--- src/rtl/mips_cpu_pkg.sv ---
// Shared types for the HI/LO multiply/divide unit: operation encodings,
// FSM state encoding and the divider iteration count.
package mips_cpu_pkg;

  localparam int unsigned DIV_ITERS = 32;

  typedef enum logic [2:0] {
    OP_MULT  = 3'd0,
    OP_MULTU = 3'd1,
    OP_DIV   = 3'd2,
    OP_DIVU  = 3'd3,
    OP_MTHI  = 3'd4,
    OP_MTLO  = 3'd5
  } hilo_op_t;

  typedef enum logic [2:0] {
    IDLE,
    MUL,
    DIV,
    FIX,
    DONE
  } hilo_state_t;

endpackage

--- src/rtl/mips_cpu_div_iter.sv ---
// Unsigned restoring divider datapath: one quotient bit per step.
// load captures dividend/divisor and clears the step counter; last flags
// the step that produces the final quotient bit.
module mips_cpu_div_iter
  import mips_cpu_pkg::*;
#(
  parameter int unsigned WIDTH = DIV_ITERS
) (
  input  logic             clk,
  input  logic             reset,
  input  logic             load,
  input  logic             step,
  input  logic [WIDTH-1:0] dividend,
  input  logic [WIDTH-1:0] divisor,
  output logic [WIDTH-1:0] quotient,
  output logic [WIDTH-1:0] remainder,
  output logic             last
);

  localparam int unsigned CW = $clog2(WIDTH);

  logic [CW-1:0]    count;
  logic [WIDTH-1:0] divisor_q;
  logic [WIDTH:0]   trial;
  logic [WIDTH:0]   diff;

  // Shift next dividend bit into the partial remainder and trial-subtract;
  // the extra top bit of diff is the borrow.
  always_comb begin
    trial = {remainder, quotient[WIDTH-1]};
    diff  = trial - {1'b0, divisor_q};
  end

  assign last = (count == CW'(WIDTH - 1));

  // Quotient register starts as the dividend and is shifted left each step,
  // so its top bit is always the next dividend bit to bring down.
  always_ff @(posedge clk or posedge reset) begin
    if (reset) begin
      quotient  <= '0;
      remainder <= '0;
      divisor_q <= '0;
      count     <= '0;
    end else if (load) begin
      quotient  <= dividend;
      remainder <= '0;
      divisor_q <= divisor;
      count     <= '0;
    end else if (step) begin
      if (!diff[WIDTH]) begin
        remainder <= diff[WIDTH-1:0];
        quotient  <= {quotient[WIDTH-2:0], 1'b1};
      end else begin
        remainder <= trial[WIDTH-1:0];
        quotient  <= {quotient[WIDTH-2:0], 1'b0};
      end
      count <= count + 1'b1;
    end
  end

endmodule

--- src/rtl/mips_cpu_hilo_muldiv.sv ---
// HI/LO register unit: MULT/MULTU (registered product, 2-cycle latency),
// DIV/DIVU (iterative restoring divider), MTHI/MTLO direct writes.
// Build option HILO_FWD_EN: forward MTHI/MTLO data onto hi/lo combinationally
// in the issuing cycle.
module mips_cpu_hilo_muldiv
  import mips_cpu_pkg::*;
#(
  parameter int unsigned WIDTH = 32
) (
  input  logic             clk,
  input  logic             reset,
  input  logic             start,
  input  logic [2:0]       op,
  input  logic [WIDTH-1:0] a,
  input  logic [WIDTH-1:0] b,
  output logic             busy,
  output logic             done,
  output logic [WIDTH-1:0] hi,
  output logic [WIDTH-1:0] lo
);

  hilo_state_t state, state_next;
  hilo_op_t    op_e;

  logic is_mul, is_div, is_signed, div_zero;
  logic mt_hi, mt_lo;
  logic mul_load, div_load, div_step, write_mul, write_div;

  logic [2*WIDTH-1:0] mul_a, mul_b, prod;
  logic [WIDTH-1:0]   a_abs, b_abs, dividend_in;
  logic               neg_a, neg_b;
  logic               q_neg, r_neg, dz;

  logic [WIDTH-1:0]   quotient, remainder;
  logic               last;
  logic [WIDTH-1:0]   hi_div, lo_div;
  logic [WIDTH-1:0]   hi_q, lo_q;

  assign op_e      = hilo_op_t'(op);
  assign is_mul    = (op_e == OP_MULT) || (op_e == OP_MULTU);
  assign is_div    = (op_e == OP_DIV)  || (op_e == OP_DIVU);
  assign is_signed = (op_e == OP_MULT) || (op_e == OP_DIV);
  assign div_zero  = (b == '0);

  assign mt_hi = start && !busy && (op_e == OP_MTHI);
  assign mt_lo = start && !busy && (op_e == OP_MTLO);

  // State register
  always_ff @(posedge clk or posedge reset) begin
    if (reset) state <= IDLE;
    else       state <= state_next;
  end

  // Next-state and control decode; busy is low only in IDLE/DONE, so a start
  // there is accepted
  always_comb begin
    state_next = state;
    busy       = 1'b0;
    done       = 1'b0;
    mul_load   = 1'b0;
    div_load   = 1'b0;
    div_step   = 1'b0;
    write_mul  = 1'b0;
    write_div  = 1'b0;
    case (state)
      IDLE, DONE: begin
        done       = (state == DONE);
        state_next = IDLE;
        if (start && is_mul) begin
          mul_load   = 1'b1;
          state_next = MUL;
        end else if (start && is_div) begin
          div_load   = 1'b1;
          state_next = div_zero ? FIX : DIV;
        end
      end
      MUL: begin
        busy       = 1'b1;
        write_mul  = 1'b1;
        state_next = DONE;
      end
      DIV: begin
        busy     = 1'b1;
        div_step = 1'b1;
        if (last) state_next = FIX;
      end
      FIX: begin
        busy       = 1'b1;
        write_div  = 1'b1;
        state_next = DONE;
      end
      default: state_next = IDLE;
    endcase
  end

  // Sign-extend or zero-extend to 2*WIDTH; the low 2*WIDTH bits of the
  // product are then correct for both signed and unsigned multiply.
  always_comb begin
    mul_a = is_signed ? {{WIDTH{a[WIDTH-1]}}, a} : {{WIDTH{1'b0}}, a};
    mul_b = is_signed ? {{WIDTH{b[WIDTH-1]}}, b} : {{WIDTH{1'b0}}, b};
  end

  // Operand magnitudes for the unsigned divider
  always_comb begin
    neg_a       = is_signed && a[WIDTH-1];
    neg_b       = is_signed && b[WIDTH-1];
    a_abs       = neg_a ? -a : a;
    b_abs       = neg_b ? -b : b;
    dividend_in = div_zero ? a : a_abs;
  end

  // Product register and divide sign/zero flags captured at issue
  always_ff @(posedge clk or posedge reset) begin
    if (reset) begin
      prod  <= '0;
      q_neg <= 1'b0;
      r_neg <= 1'b0;
      dz    <= 1'b0;
    end else begin
      if (mul_load) prod <= mul_a * mul_b;
      if (div_load) begin
        q_neg <= neg_a ^ neg_b;
        r_neg <= neg_a;
        dz    <= div_zero;
      end
    end
  end

  mips_cpu_div_iter #(
    .WIDTH (WIDTH)
  ) u_div_iter (
    .clk       (clk),
    .reset     (reset),
    .load      (div_load),
    .step      (div_step),
    .dividend  (dividend_in),
    .divisor   (b_abs),
    .quotient  (quotient),
    .remainder (remainder),
    .last      (last)
  );

  // Divide-by-zero skips all steps, so the quotient register still holds the
  // raw dividend loaded at issue and supplies hi directly.
  always_comb begin
    if (dz) begin
      lo_div = '1;
      hi_div = quotient;
    end else begin
      lo_div = q_neg ? -quotient  : quotient;
      hi_div = r_neg ? -remainder : remainder;
    end
  end

  // HI/LO registers: result writes, then MTHI/MTLO (never concurrent, since
  // result writes happen only while busy)
  always_ff @(posedge clk or posedge reset) begin
    if (reset) begin
      hi_q <= '0;
      lo_q <= '0;
    end else if (write_mul) begin
      {hi_q, lo_q} <= prod;
    end else if (write_div) begin
      hi_q <= hi_div;
      lo_q <= lo_div;
    end else begin
      if (mt_hi) hi_q <= a;
      if (mt_lo) lo_q <= a;
    end
  end

`ifdef HILO_FWD_EN
  assign hi = mt_hi ? a : hi_q;
  assign lo = mt_lo ? a : lo_q;
`else
  assign hi = hi_q;
  assign lo = lo_q;
`endif

endmodule

--- config.mk ---
export PLATFORM = sky130hd
export DESIGN_NAME = mips_cpu_hilo_muldiv
export DESIGN_NICKNAME = d
export VERILOG_FILES = /design/src/rtl/mips_cpu_pkg.sv /design/src/rtl/mips_cpu_div_iter.sv /design/src/rtl/mips_cpu_hilo_muldiv.sv
export SDC_FILE = /design/constraint.sdc
export NUM_CORES = 2
export LEC_CHECK = 0
export CAP_MARGIN = 20
export CORE_MARGIN = 1
export CORE_UTILIZATION = 52
export DETAILED_ROUTE_END_ITERATION = 12
export GPL_ROUTABILITY_DRIVEN = 0
export PLACE_DENSITY = 0.69
export SLEW_MARGIN = 20
export SYNTH_ARGS = -nofsm -noshare
export SYNTH_HDL_FRONTEND = slang
export SYNTH_SLANG_ARGS = --single-unit
--- constraint.sdc ---
create_clock -name clk -period 24.8 [get_ports clk]
set_input_delay 6.2 -clock clk [delete_from_list [all_inputs] [get_ports clk]]
set_output_delay 6.2 -clock clk [all_outputs]
set_load 0.01 [all_outputs]
* Yosys cells after proc, flatten, opt, wreduce, memory -nomap -nowiden
Index checks and enable logic that the tools add are counted. Widths: inputs -> output; s select.
Operators by class: bitwise operators 1, multiplexer cells 38, $add $sub $neg 6, equal/unequal tests 11, multipliers 1, reduce and logical (&&, ||, !) cells 20
Operators with widths (count):
- $mux 32 | 18
- $mux 64 | 2
- $neg 32->32 | 4
- $mul 64x64->64 | 1
- $sub 33x32->33 | 1
- $logic_not 32->1 | 1
- $eq 3x2->1 const B | 4
- $mux 1 | 12
- $mux 5 | 2
- $eq 3x3->1 const B | 3
- $pmux 3 s3 | 1
- $logic_and 1x1->1 | 7
- $eq 3x1->1 const B | 2
- $logic_not 3->1 | 2
- $reduce_bool 3->1 | 2
- $add 5x1->5 const B | 1
- $eq 5x5->1 const B | 1
- $mux 2 | 2
- $reduce_or 2->1 | 2
- $logic_or 1x1->1 | 3
- $mux 3 | 1
- $reduce_or 3->1 | 1
- $ne 2x2->1 const B | 1
- $reduce_bool 2->1 | 1
- 2 further kinds | 2
Word-level totals: flip-flop bits (word level) 235, output and inout bits 66, logic and storage cells 88, bits of input ports 70

* Longest topological paths before layout
word-level depth 9, depth in mapped cells 36, depth with buffers taken out 33

* By module
Synthesis repeated with hierarchy kept, for this count alone.
Second synthesis, totals: cells, all modules 6907, area total of the unflattened synthesis 62607.5 um^2
By module, submodules not included:
- mips_cpu_hilo_muldiv | area each 56208.9 um^2, cells each 6191, sequential area each 3353.2 um^2, instances 1
- mips_cpu_div_iter | area each 6398.6 um^2, cells each 716, sequential area each 2527.4 um^2, instances 1

* Worst setup path before layout
No wires, ideal clock.
path kind in2reg, start input a[31], end register prod[60], arrival time 14.938 ns, stages on the path 30, buffers on the path 3, required time 24.667 ns, setup time 0.133 ns, slack 9.729 ns, cell sequence clkbuf_1 > and2_1 > clkbuf_1 > buf_1 > nand2_1 > fa_1 > inv_1 > fa_1 > fa_1 > inv_1 > fa_1 > inv_1 > fa_1 > fa_1 > fa_1 > fa_1 > fa_1 > inv_1 > fa_1 > inv_1 > ha_1 > a21o_1 > a21o_1 > a21oi_1 > o21ai_0 > a21o_1 > a21o_1 > a31oi_1 > xor2_1 > o21ai_0
Between the ends: longest elaborated chain between the ends 2
Ends and longest elaborated chain:
- start, declared | RTL line mips_cpu_hilo_muldiv.sv:14 | input logic [WIDTH-1:0] a,
- $mux 64 | RTL line mips_cpu_hilo_muldiv.sv:99 | mul_a = is_signed ? {{WIDTH{a[WIDTH-1]}}, a} : {{WIDTH{1'b0}}, a};
- $mul 64x64->64 | RTL line mips_cpu_hilo_muldiv.sv:120 | if (mul_load) prod <= mul_a * mul_b;
- end signal, assigned | RTL line mips_cpu_hilo_muldiv.sv:120
- end, declared | RTL line mips_cpu_hilo_muldiv.sv:29 | logic [2*WIDTH-1:0] mul_a, mul_b, prod;
Every way passes these cells. A chain may end at the register's enable or synchronous reset.

* Worst setup path in the final report
start input op[0], end register prod[56]
Between the ends: longest elaborated chain between the ends 5, elaborated cells between the ends (all ways) 11, those cells by class mul: 1; eq/ne: 2; mux: 4; reduce/logical: 4
Ends and longest elaborated chain:
- start, declared | RTL line mips_cpu_hilo_muldiv.sv:13 | input logic [2:0] op,
- parallel branches: the longest is 5 deep, another holds $mul 64x64->64
Parallel ways; which one is timed is not known.

==> impl_metrics.ini <==
[run_status]
outcome = complete, no violations

[logic_synthesis]
synth-seq-cells = 235
synth_top_family_by_area = adder cells
synth_edf_count = 0
synth_top_cell_by_area = fa_1
yosys_warnings = 0
syn_inst = 6882
yosysSeqAreaShare = 0.0949
synth_xor_area_frac = 0.0373
synth_compound_gate_area_share = 0.0744
syn_nets = 8722
yosys-top-cells-count = inv_1, fa_1, nand2_1, ha_1, and2_1
synth_cell_types = 71
avgSynthCellArea_sq_um = 9.00
syn_area_sq_um = 61900
yosys-top-cells-area = fa_1, inv_1, dfrtp_1
synth_mux_area_frac = 0.00602
synth_top_area_frac = 0.459
yosys.area_share.adder = 0.530
synth.most_common_cell = inv_1
synthArstFlopShare = 1.00
synth-main-ff-cell = dfrtp_1
yosys.area_share.simple = 0.136

[clocking]
path_clk_slew_ns = 0.07
ctsResizeCount = 0
clock_sinks = 235
cts_hold_buf = 0
clock_path_buffers = 3
cts_tree = built
h-tree-depth = 1
cts_setup_buffers = 0
numCtsBuffers = 23
cts_root_buffer = clkbuf_16
clk_latency_ns = 0.54

[timing]
setup_viol = 0
post-route-period-util = 0.660
slew_violations = 0
hold_viol = 0
fin_crit_ns = 16.36
finalSetupTns_ns = 0
rsz0062_at_grt = false
worst_slew_pin_slew_ns = 1.03
fmaxAchievable_ghz = 0.0611
slew_headroom = 0.312
fin_skew_ns = 0.0103

[floorplan]
die_w_um = 347
initial_utilization = 0.525
dieArea_sq_um = 121000
ios = 136
die_h_um = 347
rows = 126
core-area_sq_um = 118000

[route]
drc = 0
vias_per_cell = 5.65
first_iter_violations = 4350
wirelength_um = 185000
ant_nets = 0
firstDrtPassIters = 7
wire_per_inst_um = 22.3
vias = 46900

[finish]
multiInputGateArea_sq_um = 48700
regArea_sq_um = 5880
final_util = 0.551
post_layout_nonfiller_instances = 8290
nFillCells = 10500
area_delta_synth_final_pct = 5.08
drive_gt1_frac = 0.0314
final_area_sq_um = 65100
nets = 8579

[placement]
dp_cells = 8249
postPlaceCellArea_sq_um = 64300
portBuffers = 135
hpwl_um = 147000

[critical_path]
reg2reg_depth = 16
endpoint_kind = flop
path_common_cell = fa_1
critPathLaunchType = input pin
cp_data_required_time_ns = 25.26
r2r_start = u_div_iter.quotient[31]
critPathArrivalTime_ns = 16.82
reg2reg_slack_ns = 20.49
cp_slowest_cell = fa_1
timing.rr.end = u_div_iter.remainder[25]
max_stage_delay_ns = 0.86
critical_path_class = input pin to flop
crit_fanout = 25

[global_routing]
grtUsageTotal = 0.317
grt_max_degree = 111
grt_first_pass_wirelength_um = 291000
antenna_found_initial = 13
grt.overflow.total = 0
first_global_vias = 49900

[hold_path]
min_to = prod[20]
hp-start = prod[20]
min_path_cells = 2
hp-class = flop to flop

[job]
maxCapViolCount = 0
==> area by class of cell <==
cell class	instances	area share
Clock buffer	26	0.00917
Tap cell	1536	0.0295
Multi-Input combinational cell	4654	0.747
Inverter	1597	0.0922
Sequential cell	235	0.0904
Timing Repair Buffer	228	0.0285
Antenna cell	1	0.0000384
Clock inverter	13	0.00288
==> per-layer routing <==
metal	GRT usage	vias up	share of wire	routed length, um
met3	0.0665	413	0.11	20200
li1	-	20200	-	-
met4	0.128	2	0.047	8740
met5	0	-	0.000059	11
met2	0.500	2326	0.45	83000
met1	0.427	23900	0.40	73400
==> worst max-delay path, delay by kind of cell <==
family                   cells  cell delay [ns]
adder cells (fa/ha/maj)     11             5.90
buffers and inverters        8             1.92
AO/OA/AOI/OAI                5             1.29
AND/OR/NAND/NOR              7             1.26
XOR/XNOR                     1             0.17
==> state kept, by name (all words and copies together), names as in the netlist <==
| signal | cells |
|---|---|
| dz | 1 |
| hi | 32 |
| lo | 32 |
| prod | 64 |
| q_neg | 1 |
| r_neg | 1 |
| state | 3 |
| u_div_iter.count | 5 |
| u_div_iter.divisor_q | 32 |
| u_div_iter.quotient | 32 |
| u_div_iter.remainder | 32 |
==> per-stage QoR <==
| stage | hold slack [ns] | setup WS, ns |
|---|---|---|
| 2_1_floorplan | 0.440 | 9.73 |
| 3_3_place_gp | 0.454 | 8.10 |
| 3_5_place_dp | 0.459 | 7.98 |
| 4_1_cts | 0.473 | 8.55 |
| 5_1_grt | 0.493 | 7.99 |
| 6_report | 0.473 | 8.44 |
==> worst max-delay path by stage <==
stage	to	cells past startpoint	slack (ns)	start
after floorplan	prod[60]	30	9.73	a[31]
after global placement	prod[56]	32	8.10	op[0]
after detailed placement	prod[56]	32	7.98	op[0]
after CTS	prod[56]	32	8.55	op[0]
after global routing	prod[56]	34	7.99	op[0]
final	prod[56]	32	8.44	op[0]
==> layout by cell type, fill, tap and decap left out, types with 23 or more instances in the layout <==
| cell type | count |
|---|---|
| a211oi_1 | 31 |
| dfrtp_1 | 234 |
| a31oi_1 | 54 |
| xnor2_1 | 157 |
| nor3_1 | 34 |
| buf_2 | 44 |
| clkdlybuf4s50_1 | 91 |
| nand2_1 | 1102 |
| buf_4 | 91 |
| o221ai_1 | 33 |
| and3_1 | 32 |
| ha_1 | 350 |
| a21oi_1 | 123 |
| and2_1 | 344 |
| nor2_1 | 130 |
| a21o_1 | 56 |
| nor2b_1 | 28 |
| inv_1 | 1593 |
| clkbuf_16 | 23 |
| mux2i_1 | 35 |
| o21ai_0 | 265 |
| xor2_1 | 107 |
| nand3_1 | 34 |
| fa_1 | 1420 |
| or3_1 | 41 |
| o31ai_1 | 34 |
==> logic make-up after synthesis <==
logic type,Yosys count
flops,235
fa+ha+maj,1772
buf+inv,1993
xor+xnor,264
simple gates,1846
mux,37
compound gates,735
Power is left out: the tool's default activity adds up to more than one toggle a clock period on the data nets, which glitch-free logic cannot reach.
